==> config.mk <==
export PLATFORM = sky130hd
export DESIGN_NAME = if_prefetch_stage
export DESIGN_NICKNAME = d
export VERILOG_FILES = /design/src/rtl/if_prefetch_stage.sv
export SDC_FILE = /design/constraint.sdc
export NUM_CORES = 1
export LEC_CHECK = 0
export ABC_AREA = 0
export CORE_AREA = 2 2 185 187
export CTS_CLUSTER_SIZE = 14
export DETAILED_ROUTE_END_ITERATION = 6
export DIE_AREA = 0 0 187 189
export HOLD_SLACK_MARGIN = 0.03
export PLACE_DENSITY = 0.68
export REMOVE_ABC_BUFFERS = 1
export SETUP_SLACK_MARGIN = 0.02
export SLEW_MARGIN = 20
export SYNTH_ARGS = -nofsm -noshare
export SYNTH_HDL_FRONTEND = slang
export SYNTH_SLANG_ARGS = --single-unit
==> constraint.sdc <==
create_clock -name Clock -period 5.5 [get_ports Clock]
set_clock_uncertainty 0.2 [all_clocks]
set_input_delay 0.55 -clock Clock [delete_from_list [all_inputs] [get_ports Clock]]
set_output_delay 0.55 -clock Clock [all_outputs]
set_load 0.1 [all_outputs]
==> src/rtl/if_prefetch_stage.sv <==
// if_prefetch_stage
//
// Instruction-fetch stage with a small prefetch queue. It owns the fetch PC,
// talks to instruction memory over a req/ack handshake (wait states allowed),
// buffers returned words in a circular queue and presents one instruction per
// cycle to the IF/ID register. It honours the ID load-use stall and the
// branch/jump redirect.
//
// Ports:
//   Clock, Reset         clock, asynchronous active-high reset
//   pcsource[1:0]        00/11 sequential, 01 branch (bpc), 10 jump (jpc)
//   bpc, jpc             redirect targets
//   stall                hold the presented instruction
//   imem_req, imem_addr  fetch request / word address
//   imem_ack, imem_rdata fetch completion / instruction word
//   PC, if_pc4           address of presented instruction and PC+4
//   if_inst, if_valid    instruction to IF/ID (0 when not valid)

module if_prefetch_stage #(
  parameter int          QDEPTH   = 4,
  parameter logic [31:0] RESET_PC = 32'h0000_0000
) (
  input  logic        Clock,
  input  logic        Reset,
  input  logic [1:0]  pcsource,
  input  logic [31:0] bpc,
  input  logic [31:0] jpc,
  input  logic        stall,
  output logic        imem_req,
  output logic [31:0] imem_addr,
  input  logic        imem_ack,
  input  logic [31:0] imem_rdata,
  output logic [31:0] PC,
  output logic [31:0] if_pc4,
  output logic [31:0] if_inst,
  output logic        if_valid
);

  localparam int PW = $clog2(QDEPTH);
  localparam int CW = $clog2(QDEPTH + 1);
  localparam logic [CW-1:0] QFULL = CW'(QDEPTH);

  // Architectural state
  logic [31:0]   fpc_reg;        // next fetch address
  logic [31:0]   req_addr_reg;   // address of the outstanding request
  logic          pending_reg;    // a request is outstanding
  logic          discard_reg;    // outstanding response belongs to a flushed path
  logic [PW-1:0] rd_ptr_reg;
  logic [PW-1:0] wr_ptr_reg;
  logic [CW-1:0] count_reg;

  // Queue storage; no reset needed since entries are only read when valid
  logic [31:0] q_pc   [QDEPTH];
  logic [31:0] q_inst [QDEPTH];

  logic        redir;
  logic        has_head;
  logic        pop;
  logic        issue;
  logic        ack_ok;
  logic        push;
  logic [31:0] pc_cur;

  always_comb begin
    // Redirect is ignored while ID is stalled
    redir    = ~stall & ((pcsource == 2'b01) | (pcsource == 2'b10));
    has_head = (count_reg != '0);
    if_valid = has_head & ~redir;
    pop      = if_valid & ~stall;
    if_inst  = if_valid ? q_inst[rd_ptr_reg] : 32'h0;
    pc_cur   = has_head ? q_pc[rd_ptr_reg] : fpc_reg;
    PC       = pc_cur;
    if_pc4   = pc_cur + 32'd4;

    // A new request reserves a queue slot: issue only if there is room now
    // or the head leaves this cycle. An outstanding request keeps its
    // address frozen until acknowledged, whatever stall/redirect do.
    issue     = ~pending_reg & ~redir & ~Reset & ((count_reg < QFULL) | pop);
    imem_req  = pending_reg | issue;
    imem_addr = pending_reg ? req_addr_reg : fpc_reg;

    ack_ok = imem_req & imem_ack;
    push   = ack_ok & ~discard_reg & ~redir;
  end

  always_ff @(posedge Clock or posedge Reset) begin
    if (Reset) begin
      fpc_reg      <= RESET_PC;
      req_addr_reg <= RESET_PC;
      pending_reg  <= 1'b0;
      discard_reg  <= 1'b0;
      rd_ptr_reg   <= '0;
      wr_ptr_reg   <= '0;
      count_reg    <= '0;
    end else begin
      pending_reg  <= imem_req & ~imem_ack;
      req_addr_reg <= imem_addr;
      if (redir) begin
        rd_ptr_reg  <= '0;
        wr_ptr_reg  <= '0;
        count_reg   <= '0;
        fpc_reg     <= (pcsource == 2'b01) ? bpc : jpc;
        // An in-flight request for the old path must have its data dropped
        discard_reg <= pending_reg & ~imem_ack;
      end else begin
        if (push) begin
          wr_ptr_reg <= wr_ptr_reg + PW'(1);
          fpc_reg    <= imem_addr + 32'd4;
        end
        if (pop) begin
          rd_ptr_reg <= rd_ptr_reg + PW'(1);
        end
        if (push & ~pop) begin
          count_reg <= count_reg + CW'(1);
        end else if (~push & pop) begin
          count_reg <= count_reg - CW'(1);
        end
        if (ack_ok & discard_reg) begin
          discard_reg <= 1'b0;
        end
      end
    end
  end

  always_ff @(posedge Clock) begin
    if (push) begin
      q_pc[wr_ptr_reg]   <= imem_addr;
      q_inst[wr_ptr_reg] <= imem_rdata;
    end
  end

endmodule

==> impl_results.md <==
* Status: completed
* Largest net degree at the start of global routing at 65
* Routed wire length at 38.1 mm
* Buf+Inv Stages, Crit Path at 3
* WL/cell at 22.2 um
* Post-DP Area at 17,700 sq um
* Die W at 187 um
* Setup TNS at 0 ns
* Top FF cell, synth: edfxtp_1
* Diode count at 0
* Detailed placer's ending HPWL at 25.8 mm
* Top cell type's share of synthesized area at 51.7%
* Final Non-Filler Cells at 1,721
* CTS sink cnt at 329
* I/O Pins at 232
* Worst path required time at 4.75 ns
* Cts hold-fix bufs at 0
* Max clock buf depth at 3
* Setup violators final at 0
* Worst Path Arrival at 4.10 ns
* CP endpoint kind: output port
* Max Freq at 206 MHz
* Via/cell ratio at 5.59
* Routability cong. at 0.874
* Mapped Cells at 1,013
* Initial drt markers at 768
* Placed cells at 1,657
* Syn Area/Cell at 14.7 sq um
* Root Buffer: clkbuf_16
* Vias in the first global route at 9,735
* Nets at 1,357
* Post_cts resized at 0
* Post-synthesis sequential area ratio at 64.0%
* First-pass GRT wire length at 58.7 mm
* Final instance area at 18,900 sq um
* Top Registers: q_inst x128, q_pc x128
* DRC viols at 0
* Worst Tran Pin Value at 1.10 ns
* Overflow after GRT at 0
* Normalized max-slew margin at 26.1%
* Final Hold Viols at 0
* Clock slew at reported path FFs at 0.06 ns
* Yosys warnings at 0
* Number of synthesized flops with an enable pin at 256
* Hold crit path type: primary input to asynchronous set/reset pin
* Most frequent cell after synthesis: edfxtp_1
* Startpoint class of the critical path: register
* Critical path class: register to output port
* Share of cells above drive strength 1 at 18.9%
* Commonest cells post-synth: edfxtp_1 (256), nand2_1 (118), dfrtp_1 (73)
* Clk Latency, worst-skew pair at 0.51 ns
* Crit-path max FO at 31
* Chip height at 189 um
* Fin crit share at 88.2%
* Final Util at 56.7%
* Postcts setup bufs at 0
* Synth async-reset ratio at 22.2%
* Die area at 35,300 sq um
* Top cell family by delay on the critical path: multiplexers
* #FFs+latches synth at 329
* Worst path max stage delay at 0.84 ns
* Port Buf Inserts at 231
* Final ANT Viol Nets at 0
* CTS H-tree lvls at 2
* Slowest CP cell: dfrtp_4
* Final Max Tran Viols at 0
* Top cell type by total area after synthesis: edfxtp_1
* First drt pass iteration count at 5
* Vias at 9,612
* FP Rows at 67
* Core footprint at 33,300 sq um
* Area growth from synthesis to layout at 26.9%
* All-Layer GR Usage at 21.5%
* TritonCTS Buffers at 36
* Synth top area cells: edfxtp_1 (52%), dfrtp_1 (12%), mux4_2 (8.3%)
* Library cells used by synthesis at 60
* Initial Utilization at 44.7%
* Syn Std Cell Area at 14,900 sq um
* CTS tree: done
* Crit path cell chain: mux4_1, mux2i_1, inv_1, ha_1, and3_1, nand3_1, a222oi_1, buf_4, and3_1, and4bb_2, xor2_1, buf_12
* Unrepaired setup endpoints after global routing: no
* Initial antenna violation count at 0
* Post-route minimum period at 4.85 ns
* Max-cap violations at 0
* Crit path top cell by count: and3_1
==> final cells by class <==
class                      count  area [sq um]
clock inverter                15           135
clock buffer                  49          1020
timing repair buffer         258          2540
fill                        2695         14400
multi-input combinational    590          4980
tap                          448           561
inverter                      32           121
sequential                   329          9520
==> cell usage in the layout (no fill, tap or decap), types with 5 or more instances in the layout <==
| cell | netlist | layout |
|---|---|---|
| a21oi_1 | 25 | 25 |
| nor2b_1 | 11 | 11 |
| nor3_1 | 20 | 20 |
| nand2_1 | 118 | 118 |
| a31oi_1 | 13 | 13 |
| o21ai_0 | 14 | 14 |
| nand3_1 | 33 | 33 |
| clkinv_1 | 0 | 5 |
| inv_1 | 32 | 31 |
| xor2_1 | 12 | 12 |
| dfrtp_1 | 73 | 70 |
| ha_1 | 7 | 6 |
| nand3b_1 | 8 | 8 |
| and3_1 | 41 | 37 |
| mux4_2 | 55 | 55 |
| clkinv_2 | 0 | 5 |
| a221oi_1 | 11 | 11 |
| edfxtp_1 | 256 | 256 |
| a21boi_0 | 6 | 6 |
| mux2_2 | 21 | 21 |
| mux2i_1 | 44 | 44 |
| buf_4 | 7 | 73 |
| clkbuf_16 | 0 | 37 |
| buf_12 | 1 | 14 |
| clkbuf_8 | 0 | 5 |
| nor2_1 | 23 | 22 |
| clkbuf_1 | 38 | 7 |
| nand4_1 | 18 | 18 |
| clkdlybuf4s50_1 | 0 | 171 |
| xnor2_1 | 38 | 38 |
| a211oi_1 | 17 | 17 |
| mux4_1 | 9 | 9 |
==> per-layer routing <==
layer  vias to the layer above  GRT usage, %  wire [um]
met5                         -             0          0
met4                         0          4.98        715
met3                        54          4.87       2810
met2                       365          35.8      18500
met1                      4838          29.0      16100
li1                       4355             -          -
==> cell families (layout without fill, tap and decap cells) <==
family | count (synthesis) | in the layout | share of synthesized area (%)
fa+ha+maj | 8 | 8 | 0.723
xor+xnor | 50 | 50 | 2.94
mux | 129 | 129 | 14.5
simple gates | 293 | 293 | 9.83
flops | 329 | 329 | 64.0
compound gates | 110 | 110 | 5.24
buf+inv | 94 | 354 | 2.83
==> path summary, 6_finish.rpt <==
path,to,depth (start not counted),start,slack [ns]
hold reg to reg,wr_ptr_reg[1],2,wr_ptr_reg[1],0.38
min in group Clock,wr_ptr_reg[1],2,wr_ptr_reg[1],0.38
setup reg to reg,fpc_reg[24],10,pending_reg,1.95
setup / recovery,if_pc4[30],12,rd_ptr_reg[0],0.65
max in group asynchronous,rd_ptr_reg[0],3,Reset,3.73
hold / removal,fpc_reg[6],2,Reset,0.28
==> per-stage QoR <==
step | hold slack [ns] | worst slack (ns)
final | 0.275 | 0.651
after global routing | 0.315 | 0.407
after CTS | 0.297 | 0.592
after detailed placement | 0.373 | 1.13
after global placement | 0.363 | 1.20
after floorplan | 0.313 | -4.02
Power is left out: the tool's default activity adds up to more than one toggle a clock period on the data nets, which glitch-free logic cannot reach.
